<file path="src/rtl/stack_sequencer_pkg.sv">
// Shared definitions for the stack calculator sequencer: stack command
// codes, opcode codes, FSM states and per-opcode property helpers.
package stack_sequencer_pkg;

    localparam int STACK_SIZE_DEFAULT = 8;

    typedef enum logic [2:0] {
        CMD_HOLD    = 3'd0,
        CMD_PUSH    = 3'd1,
        CMD_POP     = 3'd2,
        CMD_REPLACE = 3'd3
    } stack_cmd_e;

    typedef enum logic [3:0] {
        OP_NOP  = 4'd0,
        OP_PUSH = 4'd1,
        OP_POP  = 4'd2,
        OP_DUP  = 4'd3,
        OP_SWAP = 4'd4,
        OP_ADD  = 4'd5,
        OP_SUB  = 4'd6,
        OP_AND  = 4'd7,
        OP_OR   = 4'd8,
        OP_XOR  = 4'd9,
        OP_NOT  = 4'd10
    } opcode_e;

    localparam logic [3:0] OP_LAST_LEGAL = 4'd10;

    typedef enum logic [1:0] {
        ST_IDLE = 2'd0,
        ST_CMD1 = 2'd1,
        ST_CMD2 = 2'd2,
        ST_CMD3 = 2'd3
    } seq_state_e;

    // Number of stack commands an accepted opcode issues.
    function automatic logic [1:0] cmd_count(input logic [3:0] op);
        case (op)
            OP_PUSH, OP_POP, OP_DUP, OP_NOT:          cmd_count = 2'd1;
            OP_ADD, OP_SUB, OP_AND, OP_OR, OP_XOR:    cmd_count = 2'd2;
            OP_SWAP:                                  cmd_count = 2'd3;
            default:                                  cmd_count = 2'd0;
        endcase
    endfunction

    // Minimum number of stack entries the opcode consumes.
    function automatic logic [1:0] min_depth(input logic [3:0] op);
        case (op)
            OP_POP, OP_DUP, OP_NOT:                            min_depth = 2'd1;
            OP_SWAP, OP_ADD, OP_SUB, OP_AND, OP_OR, OP_XOR:    min_depth = 2'd2;
            default:                                           min_depth = 2'd0;
        endcase
    endfunction

    // True when the opcode leaves one more entry on the stack.
    function automatic logic grows(input logic [3:0] op);
        case (op)
            OP_PUSH, OP_DUP: grows = 1'b1;
            default:         grows = 1'b0;
        endcase
    endfunction

endpackage

</file>
<file path="src/rtl/stack_sequencer_alu.sv">
// Combinational ALU: derives the result word and carry/borrow from the
// two top stack words. SUB is second - top; carry is only meaningful
// for ADD and SUB.
module stack_sequencer_alu
    import stack_sequencer_pkg::*;
(
    input  logic [3:0] op,
    input  logic [3:0] top,
    input  logic [3:0] second,
    output logic [3:0] result,
    output logic       carry
);

    logic [4:0] wide_s;

    // Select the operation; ADD/SUB use a 5-bit datapath for carry/borrow.
    always_comb begin
        wide_s = 5'd0;
        result = 4'd0;
        carry  = 1'b0;
        case (op)
            OP_ADD: begin
                wide_s = {1'b0, second} + {1'b0, top};
                result = wide_s[3:0];
                carry  = wide_s[4];
            end
            OP_SUB: begin
                wide_s = {1'b0, second} - {1'b0, top};
                result = wide_s[3:0];
                carry  = wide_s[4];
            end
            OP_AND:  result = second & top;
            OP_OR:   result = second | top;
            OP_XOR:  result = second ^ top;
            OP_NOT:  result = ~top;
            default: result = 4'd0;
        endcase
    end

endmodule

</file>
<file path="src/rtl/stack_sequencer.sv">
// Instruction sequencer in front of stack_register: accepts an opcode,
// checks it against the tracked depth and replays it as a 1-3 cycle
// sequence of registered stack commands.
module stack_sequencer
    import stack_sequencer_pkg::*;
#(
    parameter  int STACK_SIZE = STACK_SIZE_DEFAULT,
    localparam int DW         = $clog2(STACK_SIZE + 1)
) (
    input  logic          clk,
    input  logic          rst,
    input  logic          op_valid,
    output logic          op_ready,
    input  logic [3:0]    op,
    input  logic [3:0]    imm,
    input  logic [3:0]    top_word,
    input  logic [3:0]    second_word,
    output logic [2:0]    stack_mode,
    output logic [3:0]    stack_in,
    output logic [DW-1:0] depth,
    output logic          carry,
    output logic          err_underflow,
    output logic          err_overflow,
    output logic          err_illegal
);

    seq_state_e    state_r, state_s;
    logic [3:0]    op_r, t_r, s_r, res_r;
    logic [DW-1:0] target_r, target_s;
    logic [3:0]    alu_res_s;
    logic          alu_carry_s;
    stack_cmd_e    mode_s;
    logic [3:0]    word_s;
    logic          carry_s, go_s, commit_s;
    logic          illegal_s, under_s, over_s;
    logic          ill_s, und_s, ovf_s;

    stack_sequencer_alu u_alu (
        .op     (op),
        .top    (top_word),
        .second (second_word),
        .result (alu_res_s),
        .carry  (alu_carry_s)
    );

    // Legality checks and the depth the instruction will leave behind.
    always_comb begin
        illegal_s = (op > OP_LAST_LEGAL);
        under_s   = (depth < DW'(min_depth(op)));
        over_s    = grows(op) && (depth >= DW'(STACK_SIZE));
        case (op)
            OP_PUSH, OP_DUP:                                target_s = depth + DW'(1);
            OP_POP, OP_ADD, OP_SUB, OP_AND, OP_OR, OP_XOR:  target_s = depth - DW'(1);
            default:                                        target_s = depth;
        endcase
    end

    // Next state, next stack command and error/commit strobes.
    always_comb begin
        state_s  = state_r;
        mode_s   = CMD_HOLD;
        word_s   = 4'd0;
        carry_s  = carry;
        go_s     = 1'b0;
        commit_s = 1'b0;
        ill_s    = 1'b0;
        und_s    = 1'b0;
        ovf_s    = 1'b0;
        case (state_r)
            ST_IDLE: begin
                if (op_valid) begin
                    if (illegal_s) begin
                        ill_s = 1'b1;
                    end else if (under_s) begin
                        und_s = 1'b1;
                    end else if (over_s) begin
                        ovf_s = 1'b1;
                    end else if (op == OP_NOP) begin
                        state_s = ST_IDLE;
                    end else begin
                        state_s = ST_CMD1;
                        go_s    = 1'b1;
                        case (op)
                            OP_PUSH: begin mode_s = CMD_PUSH;    word_s = imm;       end
                            OP_DUP:  begin mode_s = CMD_PUSH;    word_s = top_word;  end
                            OP_NOT:  begin mode_s = CMD_REPLACE; word_s = alu_res_s; end
                            default: begin mode_s = CMD_POP;     word_s = 4'd0;      end
                        endcase
                        if (op == OP_ADD || op == OP_SUB) begin
                            carry_s = alu_carry_s;
                        end else begin
                            carry_s = carry;
                        end
                    end
                end else begin
                    state_s = ST_IDLE;
                end
            end
            ST_CMD1: begin
                if (cmd_count(op_r) == 2'd1) begin
                    state_s  = ST_IDLE;
                    commit_s = 1'b1;
                end else begin
                    state_s = ST_CMD2;
                    mode_s  = CMD_REPLACE;
                    word_s  = (op_r == OP_SWAP) ? t_r : res_r;
                end
            end
            ST_CMD2: begin
                if (cmd_count(op_r) == 2'd2) begin
                    state_s  = ST_IDLE;
                    commit_s = 1'b1;
                end else begin
                    state_s = ST_CMD3;
                    mode_s  = CMD_PUSH;
                    word_s  = s_r;
                end
            end
            ST_CMD3: begin
                state_s  = ST_IDLE;
                commit_s = 1'b1;
            end
            default: state_s = ST_IDLE;
        endcase
    end

    // State, registered outputs, operand latches and depth counter.
    always_ff @(posedge clk) begin
        if (rst) begin
            state_r       <= ST_IDLE;
            op_ready      <= 1'b1;
            stack_mode    <= CMD_HOLD;
            stack_in      <= 4'd0;
            depth         <= '0;
            carry         <= 1'b0;
            err_underflow <= 1'b0;
            err_overflow  <= 1'b0;
            err_illegal   <= 1'b0;
            op_r          <= 4'd0;
            t_r           <= 4'd0;
            s_r           <= 4'd0;
            res_r         <= 4'd0;
            target_r      <= '0;
        end else begin
            state_r       <= state_s;
            op_ready      <= (state_s == ST_IDLE);
            stack_mode    <= mode_s;
            stack_in      <= word_s;
            carry         <= carry_s;
            err_underflow <= und_s;
            err_overflow  <= ovf_s;
            err_illegal   <= ill_s;
            if (go_s) begin
                op_r     <= op;
                t_r      <= top_word;
                s_r      <= second_word;
                res_r    <= alu_res_s;
                target_r <= target_s;
            end else begin
                op_r <= op_r;
            end
            if (commit_s) begin
                depth <= target_r;
            end else begin
                depth <= depth;
            end
        end
    end

endmodule

</file>
<file path="config.mk">
export PLATFORM = sky130hd
export DESIGN_NAME = stack_sequencer
export DESIGN_NICKNAME = d
export VERILOG_FILES = /design/src/rtl/stack_sequencer_pkg.sv /design/src/rtl/stack_sequencer_alu.sv /design/src/rtl/stack_sequencer.sv
export SDC_FILE = /design/constraint.sdc
export NUM_CORES = 1
export LEC_CHECK = 0
export BUFFER_PORTS_ARGS = -buffer_cell sky130_fd_sc_hd__buf_2
export CAP_MARGIN = 0
export CORE_ASPECT_RATIO = 1.75
export CORE_MARGIN = 2
export CORE_UTILIZATION = 45
export CTS_BUF_LIST = sky130_fd_sc_hd__clkbuf_8
export DETAILED_ROUTE_END_ITERATION = 7
export PLACE_DENSITY = 0.67
export REMOVE_ABC_BUFFERS = 1
export SETUP_SLACK_MARGIN = 0.2
export SYNTH_ARGS = -nofsm -noshare
export SYNTH_HDL_FRONTEND = slang
export SYNTH_SLANG_ARGS = --single-unit
</file>
<file path="constraint.sdc">
create_clock -name clk -period 2.6 [get_ports clk]
set_input_delay 0.13 -clock clk [delete_from_list [all_inputs] [get_ports clk]]
set_output_delay 0.13 -clock clk [all_outputs]
set_load 0.005 [all_outputs]
</file>
==> flow_summary.yaml <==
synth:
  yosysTopAreaCell: "dfxtp_1"
  synth_seq_cells: 39
  synth_top_area_share: 0.310
  synth_edf_count: 0
  netlist_instances: 293
  synth_area_leaders: "dfxtp_1, ha_1, a21oi_1"
  synth_ff_type: "dfxtp_1"
  netlist_area_um2: 2520
  ys_seq_area_frac: 0.310
  ys_types: 61
  ys_warn_count: 0
  synth.avg_cell_area_um2: 8.61
  async_reset_ff_frac: 0
cells_and_area:
  synthToLayoutAreaGrowth_pct: 14.2
  diodes: 0
  n_fill_cell: 563
  drive_gt1_frac: 0.235
  seq_area_um2: 781
  finalNonFillerCells: 408
  mostFrequentLayoutCells: "dfxtp_1, nand2_1, buf_2, a21oi_1, nor2_1"
  final_common_cell: "dfxtp_1"
  multiInputGateArea_um2: 1590
  utilization: 0.524
  nets: 368
  stdcell_area_um2: 2880
worst_setup_path:
  arrival_ns: 2.33
  cp_max_fo: 6
  path_buf_inv: 0
  reg2reg_slack_ns: 0.46
  rr_worst_depth: 6
  crit_path_end_kind: "flop"
  start_kind: "flop"
  required_ns: 2.79
  critPathSlowestCell: "or3_1"
  crit_path_cell_trace: "ha_1 > and3_1 > a211oi_2 > or3_1 > o311ai_4 > mux2_4"
  slowest_delay_ns: 0.51
  crit_type: "reg2reg"
  cp_top_family: "simple AND/OR/NAND/NOR gates"
  reg2reg_from: "depth[1]"
routing:
  routed_wl_um: 6360
  vias_per_cell: 5.55
  wire_per_inst_um: 15.6
  drt_iter0_drc: 81
  dr_total_vias: 2266
  drc: 0
  firstDrtPassIters: 4
  ant_nets: 0
placed_design:
  placed_cell_area_um2: 2800
  io_buffers: 33
  placed_cells: 400
  pre_cts_slack_ns: 0.217
  gp_congestion: 0.875
  dp_hpwl_um: 4920
sta:
  period_share: 0.823
  final-setup-viol-count: 0
  finalCriticalPeriod_ns: 2.14
  max_slew.worst_pin.slew_ns: 0.740
  setup-tns-final_ns: 0
  fin_ws_ns: 0.461
  max_freq_mhz: 468
  worst_clock_skew_ns: 0.00531
  finalHoldViolCount: 0
  hold_ws_ns: 0.115
  slew_violations: 0
  relSlewSlack: 0.507
  rsz0062_at_grt: "false"
floorplanning:
  chipHeight_um: 103
  rows: 36
  initial_core_util: 0.459
  core_area_um2: 5500
  dieArea_um2: 6240
  fp.dieW_um: 60.6
  ioPinCount: 35
global_route:
  grt_pass1_wl_um: 10300
  antenna_found_initial: 0
  grt_pass1_vias: 2170
  track_usage: 0.224
  grt_overflow: 0
  grt_max_degree: 27
min_path:
  worstHoldEndpoint: "s_r[3]"
  hold_path_startpoint: "second_word[3]"
  hold_path_depth: 3
  hold_path.class: "in2reg"
clock_tree:
  cts_made_buffers: 5
  cts.repair.resized: 0
  cts_setup_buffers: 0
  cts_root_buf: "clkbuf_8"
  clk_pin_slew_worst_paths_ns: 0.08
  cts_max_level: 2
  cts.sinks: 39
  cts_buffer_depth: 2
  cts_tree: "done"
  clock_latency_ns: 0.30
  ctsHoldBuffers: 0
status:
  outcome: "finished, final reports clean"
power_and_ir_drop:
  p_leak_nw: 1.21
  p_per_area_nw_per_um2: 492
  power_mw: 1.42
  irDropWorstVdd_uv: 404
run:
  max_cap_viol_count: 0
## how the worst max path moves through the flow
stage,startpoint,to,slack [ns],depth (start not counted)
after floorplan,op[1],flop,0.04,8
after global routing,depth[1],flop,0.38,7
final,depth[1],flop,0.46,6
after global placement,op[2],flop,0.27,9
after detailed placement,op[2],flop,0.22,9
after CTS,depth[1],flop,0.46,6
## cells in the mapped netlist (all sizes together), types with 2 or more instances
master / n
a211oi: 7
a21o: 2
a21oi: 29
a222oi: 4
a311oi: 2
and2: 2
and3: 2
buf: 10
clkbuf: 6
dfxtp: 39
fa: 2
ha: 16
inv: 16
mux2: 6
mux2i: 11
nand2: 34
nand2b: 4
nand3: 3
nor2: 24
nor2b: 3
nor3: 10
nor3b: 4
nor4: 2
nor4b: 2
o21ai: 10
o21bai: 2
o22ai: 6
o311ai: 4
o31ai: 5
or3: 4
or3b: 2
xnor2: 3
xor2: 2
## sequential cells by signal, indices dropped and copies added, names as in the netlist, 2 cells and up, named ones only
name and cells:
t_r 4, depth 4, res_r 4, state_r 2
stack_mode 2, stack_in 4, op_r 4, s_r 4
target_r 4
## kinds of logic (layout without fill, tap and decap cells)
group	after synthesis	after routing	share of synthesized area
AND/OR/NAND/NOR	99	99	0.199
AO/OA/AOI/OAI	82	82	0.246
flip-flops	39	39	0.310
buffers and inverters	32	71	0.0600
adder cells (fa/ha/maj)	18	18	0.0952
multiplexers	17	17	0.0719
XOR/XNOR	5	5	0.0174
other	1	1	0.00149
## tightest hold or removal path, cell delays in order
cell and delay [ns]:
buf_2 0.13, nand2_1 0.06, a21oi_1 0.05
## area by class of cell
class,count,area share
sequential,39,0.271
inverter,16,0.0208
clock inverter,3,0.00564
tap,76,0.0330
multi-input combinational,222,0.552
clock buffer,5,0.0239
timing repair buffer,47,0.0938
## power by group
group	total [mW]	internal [mW]	switching (mW)
Clock	0.408	0.184	0.225
Sequential	0.659	0.636	0.0232
Combinational	0.351	0.144	0.206
Total	1.42	0.964	0.454
## routing by layer
| layer | part of all wire | track usage | up-vias |
|---|---|---|---|
| met3 | 0.027 | 0.0389 | 12 |
| li1 | - | - | 1133 |
| met2 | 0.56 | 0.404 | 48 |
| met1 | 0.38 | 0.238 | 1073 |
| met5 | 0 | 0 | - |
| met4 | 0.030 | 0.114 | 0 |
Power figures use the tool's default switching activity.
